### src/rtl/hamming_secded_encoder_top.sv
`default_nettype none
// +--------------------------------------------------------------------------+
// | hamming_secded_encoder_top                                               |
// | Registered extended Hamming(16,11) SEC-DED encoder for a narrow word.    |
// | Rev 1.0 - initial release                                                |
// +--------------------------------------------------------------------------+
module hamming_secded_encoder_top #(
  parameter  int DATA_W = 6,
  localparam int CW_W   = 16
) (
  input  logic              clk,
  input  logic              rst_n,
  input  logic [DATA_W-1:0] in,
  output logic [CW_W-1:0]   out
);

  localparam int C_K = 11;

  logic [DATA_W-1:0] r_in_q;
  logic [CW_W-1:0]   r_out;
  logic [C_K-1:0]    w_d;
  logic [CW_W-1:0]   w_cw;

  // Data bits beyond DATA_W are tied low so the code stays a valid (16,11) word.
  for (genvar i = 0; i < C_K; i++) begin : g_data
    if (i < DATA_W) begin : g_used
      assign w_d[i] = r_in_q[i];
    end else begin : g_tied
      assign w_d[i] = 1'b0;
    end
  end

  // w_cw[p-1] holds Hamming position p; w_cw[15] is the overall parity.
  always_comb begin
    w_cw     = '0;
    w_cw[2]  = w_d[0];
    w_cw[4]  = w_d[1];
    w_cw[5]  = w_d[2];
    w_cw[6]  = w_d[3];
    w_cw[8]  = w_d[4];
    w_cw[9]  = w_d[5];
    w_cw[10] = w_d[6];
    w_cw[11] = w_d[7];
    w_cw[12] = w_d[8];
    w_cw[13] = w_d[9];
    w_cw[14] = w_d[10];
    w_cw[0]  = w_cw[2] ^ w_cw[4] ^ w_cw[6] ^ w_cw[8] ^ w_cw[10] ^ w_cw[12] ^ w_cw[14];
    w_cw[1]  = w_cw[2] ^ w_cw[5] ^ w_cw[6] ^ w_cw[9] ^ w_cw[10] ^ w_cw[13] ^ w_cw[14];
    w_cw[3]  = w_cw[4] ^ w_cw[5] ^ w_cw[6] ^ w_cw[11] ^ w_cw[12] ^ w_cw[13] ^ w_cw[14];
    w_cw[7]  = w_cw[8] ^ w_cw[9] ^ w_cw[10] ^ w_cw[11] ^ w_cw[12] ^ w_cw[13] ^ w_cw[14];
    w_cw[15] = ^w_cw[14:0];
  end

  always_ff @(posedge clk or negedge rst_n) begin
    if (!rst_n) begin
      r_in_q <= '0;
      r_out  <= '0;
    end else begin
      r_in_q <= in;
      r_out  <= w_cw;
    end
  end

  assign out = r_out;

endmodule
`default_nettype wire

### config.mk
export PLATFORM = sky130hd
export DESIGN_NAME = hamming_secded_encoder_top
export DESIGN_NICKNAME = d
export VERILOG_FILES = /design/src/rtl/hamming_secded_encoder_top.sv
export SDC_FILE = /design/constraint.sdc
export NUM_CORES = 1
export LEC_CHECK = 0
export CAP_MARGIN = 5
export CORE_ASPECT_RATIO = 0.7
export CORE_UTILIZATION = 30
export DETAILED_ROUTE_END_ITERATION = 12
export HOLD_SLACK_MARGIN = 0.12
export MAX_ROUTING_LAYER = met4
export PLACE_DENSITY = 0.59
export SLEW_MARGIN = 20
export SYNTH_ARGS = -nofsm -noshare
export SYNTH_HDL_FRONTEND = slang
export SYNTH_SLANG_ARGS = --single-unit
### constraint.sdc
create_clock -name clk -period 3 [get_ports clk]
set_input_delay 0.6 -clock clk [delete_from_list [all_inputs] [get_ports clk]]
set_output_delay 0.6 -clock clk [all_outputs]
set_load 0.01 [all_outputs]
==> impl_results.md <==
* Status: finished clean
* Critical Path Max Stage Delay at approximately 0.53 ns
* Clock sink total at 17
* Count leader, synth: dfrtp_1
* # fillers at 166
* Diode count at 0
* Row cnt at 12
* Synth unique cells at 7
* Worst Skew at between 0.0004 and 0.0005 ns
* Hold_buf cts at 0
* ANT nets after route at 0
* EDFF count, synth at 0
* Die outline height at approximately 38 µm
* WS Path Type: reg2out
* Unrepaired setup endpoints after global routing: no
* Die W at ~54 µm
* Worst-margin pin slew at about 0.7 ns
* Clk root buf: clkbuf_4
* Max-slew headroom at 52.91%
* PwrDens at 575.3 nW/µm²
* Sequential area share after synthesis at roughly three quarters
* Critical path buffers and inverters at 1
* Yosys top cell by area: dfrtp_1
* Vias in the first global route at 268
* Share of layout cells above drive strength 1 at between 7 and 8%
* Detailed-route via count at roughly 260
* Tcrit/Tclk final at between 50 and 60%
* Cell count after synthesis at 32
* Final Hold Fails at 0
* Area contributors post-synth: dfrtp_1 (75%), xnor2_1 (7.7%), buf_4 (6.6%), xnor3_1 (4.0%), xor2_1 (3.1%)
* Crit end category: primary output
* Critical Path AT at ~1.1 ns
* Layout area overhead at 37.09%
* Global-route wire length before repair at roughly 1.2 mm
* Final Max Tran Viols at 0
* Die Area at ~2100 µm²
* PnR Total Power at roughly 450 µW
* Hold crit path type: reg2reg
* Most frequent cells after synthesis: dfrtp_1 (17), buf_4 (5), xnor2_1 (5)
* Worst vdd ir at 0.2966 mV
* WL final at 646 µm
* Synth top area share at 75.06%
* Pin count of the biggest net entering global routing at 18
* Max Root-Sink Buffers at 2
* Primary FF master, synth: dfrtp_1
* Post-synthesis async set-or-reset flop share at between 90% and 100%
* Cells resized by post-CTS repair at 0
* Grt total ovfl at 0
* IO Count at 24
* CP required at around 2.4 ns
* Delay-heaviest family, CP: buffers and inverters
* # port buffers at 18
* Initial antenna violation count at 0
* Initial DRC count at 0
* Core ar. at between 1500 and 2000 µm²
* Leak Pwr at approximately 0.34 nW
* WL per Instance at 8.730 µm
* Via/cell ratio at around 3.6
* GP Congestion at 0.7116
* # setup viols final at 0
* Clk Latency, worst-skew pair at 0.27 ns
* Critical Path Fanout Max at 1
* Synth warn at 0
* Setup TNS at 0 ns
* Nets at slightly above 60
* Worst setup SP type: flip-flop
* Starting density of the core at about a third
* Crit path cell chain: clkdlybuf4s50_1
* Post-CTS setup buffer count at 0
* Cell area after synthesis at between 500 and 600 µm²
* Max-cap violations at 0
* Inserted Clock Buffers at 3
* H-tree levels at 1
* Mean Syn Cell Area at about 18 µm²
* Dpl hpwl at 514.7 µm
* Clock transition at the registers of the reported paths at approximately 0.08 ns
* CTS tree: done
* FMAX at between 0.5 and 0.6 GHz
* Crit-path slowest cell: clkdlybuf4s50_1
* Drt first pass iters at 1
* Final worst path period need at between 1.5 and 2 ns
* Number of synthesized register bits at 17
* GRT Overall Usage at 9.342%
* DR DRC count at 0
## routing by layer
layer  share of wire (%)  track usage, %
met5                   0               -
met4                   0           1.974
met3                  12           8.333
met2                  45           13.89
met1                  43           9.091
## layout by cell type, fill, tap and decap left out
master,synthesis,final
xnor2_2,1,1
clkdlybuf4s50_1,0,18
conb_1,1,5
clkbuf_1,0,1
xnor3_1,1,1
clkbuf_4,0,3
dfrtp_1,17,17
xnor2_1,5,5
xor2_1,2,2
## cells by family (layout without fill, tap and decap cells)
logic type   Yosys count  after routing  share of synthesized area (%)
xor+xnor               9              9                          17.66
other cells            1              5                         0.6616
buf+inv                5             22                          6.623
flops                 17             17                          75.06
## report_power, final
| part | switching [mW] | internal [mW] | total, mW |
|---|---|---|---|
| combinational | 0.0285 | 0.0489 | 0.0774 |
| clock | 0.0602 | 0.0515 | 0.112 |
| sequential | 0.00870 | 0.249 | 0.258 |
## final cells by class
class / instances / area (µm²) / share of cell area [%]
tap: 21 / 26.28 / 3.382
timing repair buffer: 18 / 180.2 / 23.19
clock buffer: 4 / 26.28 / 3.382
multi-input combinational: 14 / 118.9 / 15.30
sequential: 17 / 425.4 / 54.75
## worst paths after layout
check / startpoint / endpoint / slack (ns) / depth (start not counted)
setup reg to reg: r_in_q[2] / out[15] / 1.86 / 2
setup / recovery: out[7] / out[7] / 1.26 / 1
hold / removal: r_in_q[0] / out[2] / 0.44 / 0
max in group asynchronous: rst_n / out[9] / 1.82 / 1
min in group asynchronous: rst_n / out[1] / 0.74 / 1
hold reg to reg: r_in_q[0] / out[2] / 0.44 / 0
## sequential cells by signal, indices dropped and copies added, names as in the netlist
name / count
out: 11
r_in_q: 6
## through the flow
step	setup WS, ns	utilization, %	hold slack, ns	cells	instance area [µm²]
after floorplan	1.940	-	0.3044	36	581.8
after global placement	1.464	44.64	0.4187	70	750.7
after global routing	1.190	46.21	0.4661	74	777.0
after CTS	1.236	46.21	0.4450	74	777.0
final	1.263	46.21	0.4369	74	777.0
after detailed placement	1.438	44.64	0.4257	70	750.7
No activity file was read; power rests on OpenSTA's default activity.
==> RTL edit: new RTL, same settings <==
`CW_W`: 16 -> 32.
--- a/src/rtl/hamming_secded_encoder_top.sv
+++ b/src/rtl/hamming_secded_encoder_top.sv
@@ -7,5 +7,5 @@
 module hamming_secded_encoder_top #(
   parameter  int DATA_W = 6,
-  localparam int CW_W   = 16
+  localparam int CW_W   = 32
 ) (
   input  logic              clk,
Interface: changed (resized out); port bits go from 24 to 40. The function was not compared with the original's and may differ.
==> RTL edit against the original RTL <==
Worst hold slack about the same; design area is 9.5% higher; sequential cell count did not move; largest cell class unchanged; global-route usage decreased by 2.3 points; area after synthesis grew 21%; wire length increased by 16%; setup slack worse by 0.024 ns; power grew 2.4%.
==> RTL edit: results <==
{
  "outcome": "finished clean",
  "grt_util_met2_pct": 8.99,
  "ys_types": 7,
  "grt_pass1_wl_um": 1190,
  "grt_use_met1_pct": 9.18,
  "numCtsBuffers": 3,
  "synth_sequential_area_ratio_pct": 61.9,
  "top_layer": "met3",
  "dp_slack_ns": 1.45,
  "drive_above_1_share_pct": 5.80,
  "crit_family": "buffers and inverters",
  "synthArstFlopShare_pct": 100,
  "yosysWarnings": 0,
  "dr_wl_met3_um": 84,
  "internal_power_w": 0.000350,
  "nets": 78,
  "p_leak_nw": 0.394,
  "gp_congestion": 0.660,
  "place_area_um2": 825,
  "worst_slew_pin_slew_ns": 0.696,
  "drt_first_pass_iters": 3,
  "io_buffer_count": 18,
  "critPathMaxFanout": 1,
  "clockBufferDepth": 2,
  "met2WireLength_um": 321,
  "n_fill_cell": 216,
  "routed_via_density": 3.23,
  "cts_resized": 0,
  "synth_ff_type": "dfrtp_1",
  "synth.top_cells.by_count": "21 x buf_4, 17 x dfrtp_1, 5 x xnor2_1, 2 x xor2_1",
  "irDropWorstVdd_mv": 0.287,
  "hold_path_class": "reg -> reg",
  "clk_latency_ns": 0.28,
  "met3_usage_pct": 4.63,
  "cts_setup_buffers": 0,
  "drt-met1-wl_um": 341,
  "crit_arrival_ns": 1.16,
  "synth_top_area_share_pct": 61.9,
  "wl_per_cell_um": 7.40,
  "cts_htree_levels": 1,
  "track_usage_pct": 7.01,
  "drt_iter0_markers": 2,
  "skew_ns": 0.00365,
  "first_global_vias": 277,
  "hpwlAfterDp_um": 598,
  "synthTopCellsByArea": "dfrtp_1 62%, buf_4 23%, xnor2_1 6.4%",
  "antenna_found_initial": 0,
  "diodes": 0,
  "slowest_delay_ns": 0.54
}
## RTL edit: power by group through the flow
| stage | sequential (W) | clock, W | combinational, W |
|---|---|---|---|
| final | 0.000259 | 0.000112 | 0.0000865 |
| after global routing | 0.000261 | 0.000129 | 0.0000944 |
| after CTS | 0.000260 | 0.000117 | 0.0000875 |
| after detailed placement | 0.000264 | 0 | 0.0000872 |
| after global placement | 0.000264 | 0 | 0.0000867 |
| after floorplan | 0.000271 | 0 | 0.0000508 |
## RTL edit: path summary, 6_finish.rpt
kind,from,end,slack (ns),depth (start not counted)
min reg2reg,r_in_q[3],out[6],0.44,0
max,out[7],out[7],1.24,1
min,r_in_q[3],out[6],0.44,0
max in group asynchronous,rst_n,r_in_q[3],1.82,1
max reg2reg,r_in_q[2],out[15],1.86,2
min in group asynchronous,rst_n,r_in_q[4],0.73,1
## RTL edit: cell type report
type | count | area [um2] | area share (%)
multi-input cells | 30 | 179 | 21.0
repair buffers | 18 | 180 | 21.2
clock buffers | 4 | 26.3 | 3.09
well taps | 32 | 40.0 | 4.71
flip-flops and latches | 17 | 425 | 50.0
## RTL edit: logic make-up after synthesis
| logic type | count (synthesis) | synth area share (%) |
|---|---|---|
| buffers and inverters | 21 | 23.0 |
| DFF | 17 | 61.9 |
| xor gates and xnor gates | 9 | 14.6 |
| other | 1 | 0.546 |
## RTL edit: through the flow
| step | power (W) | cells |
|---|---|---|
| floorplan | 0.000322 | 68 |
| global placement | 0.000351 | 97 |
| detailed placement | 0.000351 | 97 |
| CTS | 0.000464 | 101 |
| global route | 0.000485 | 101 |
| finish | 0.000458 | 101 |
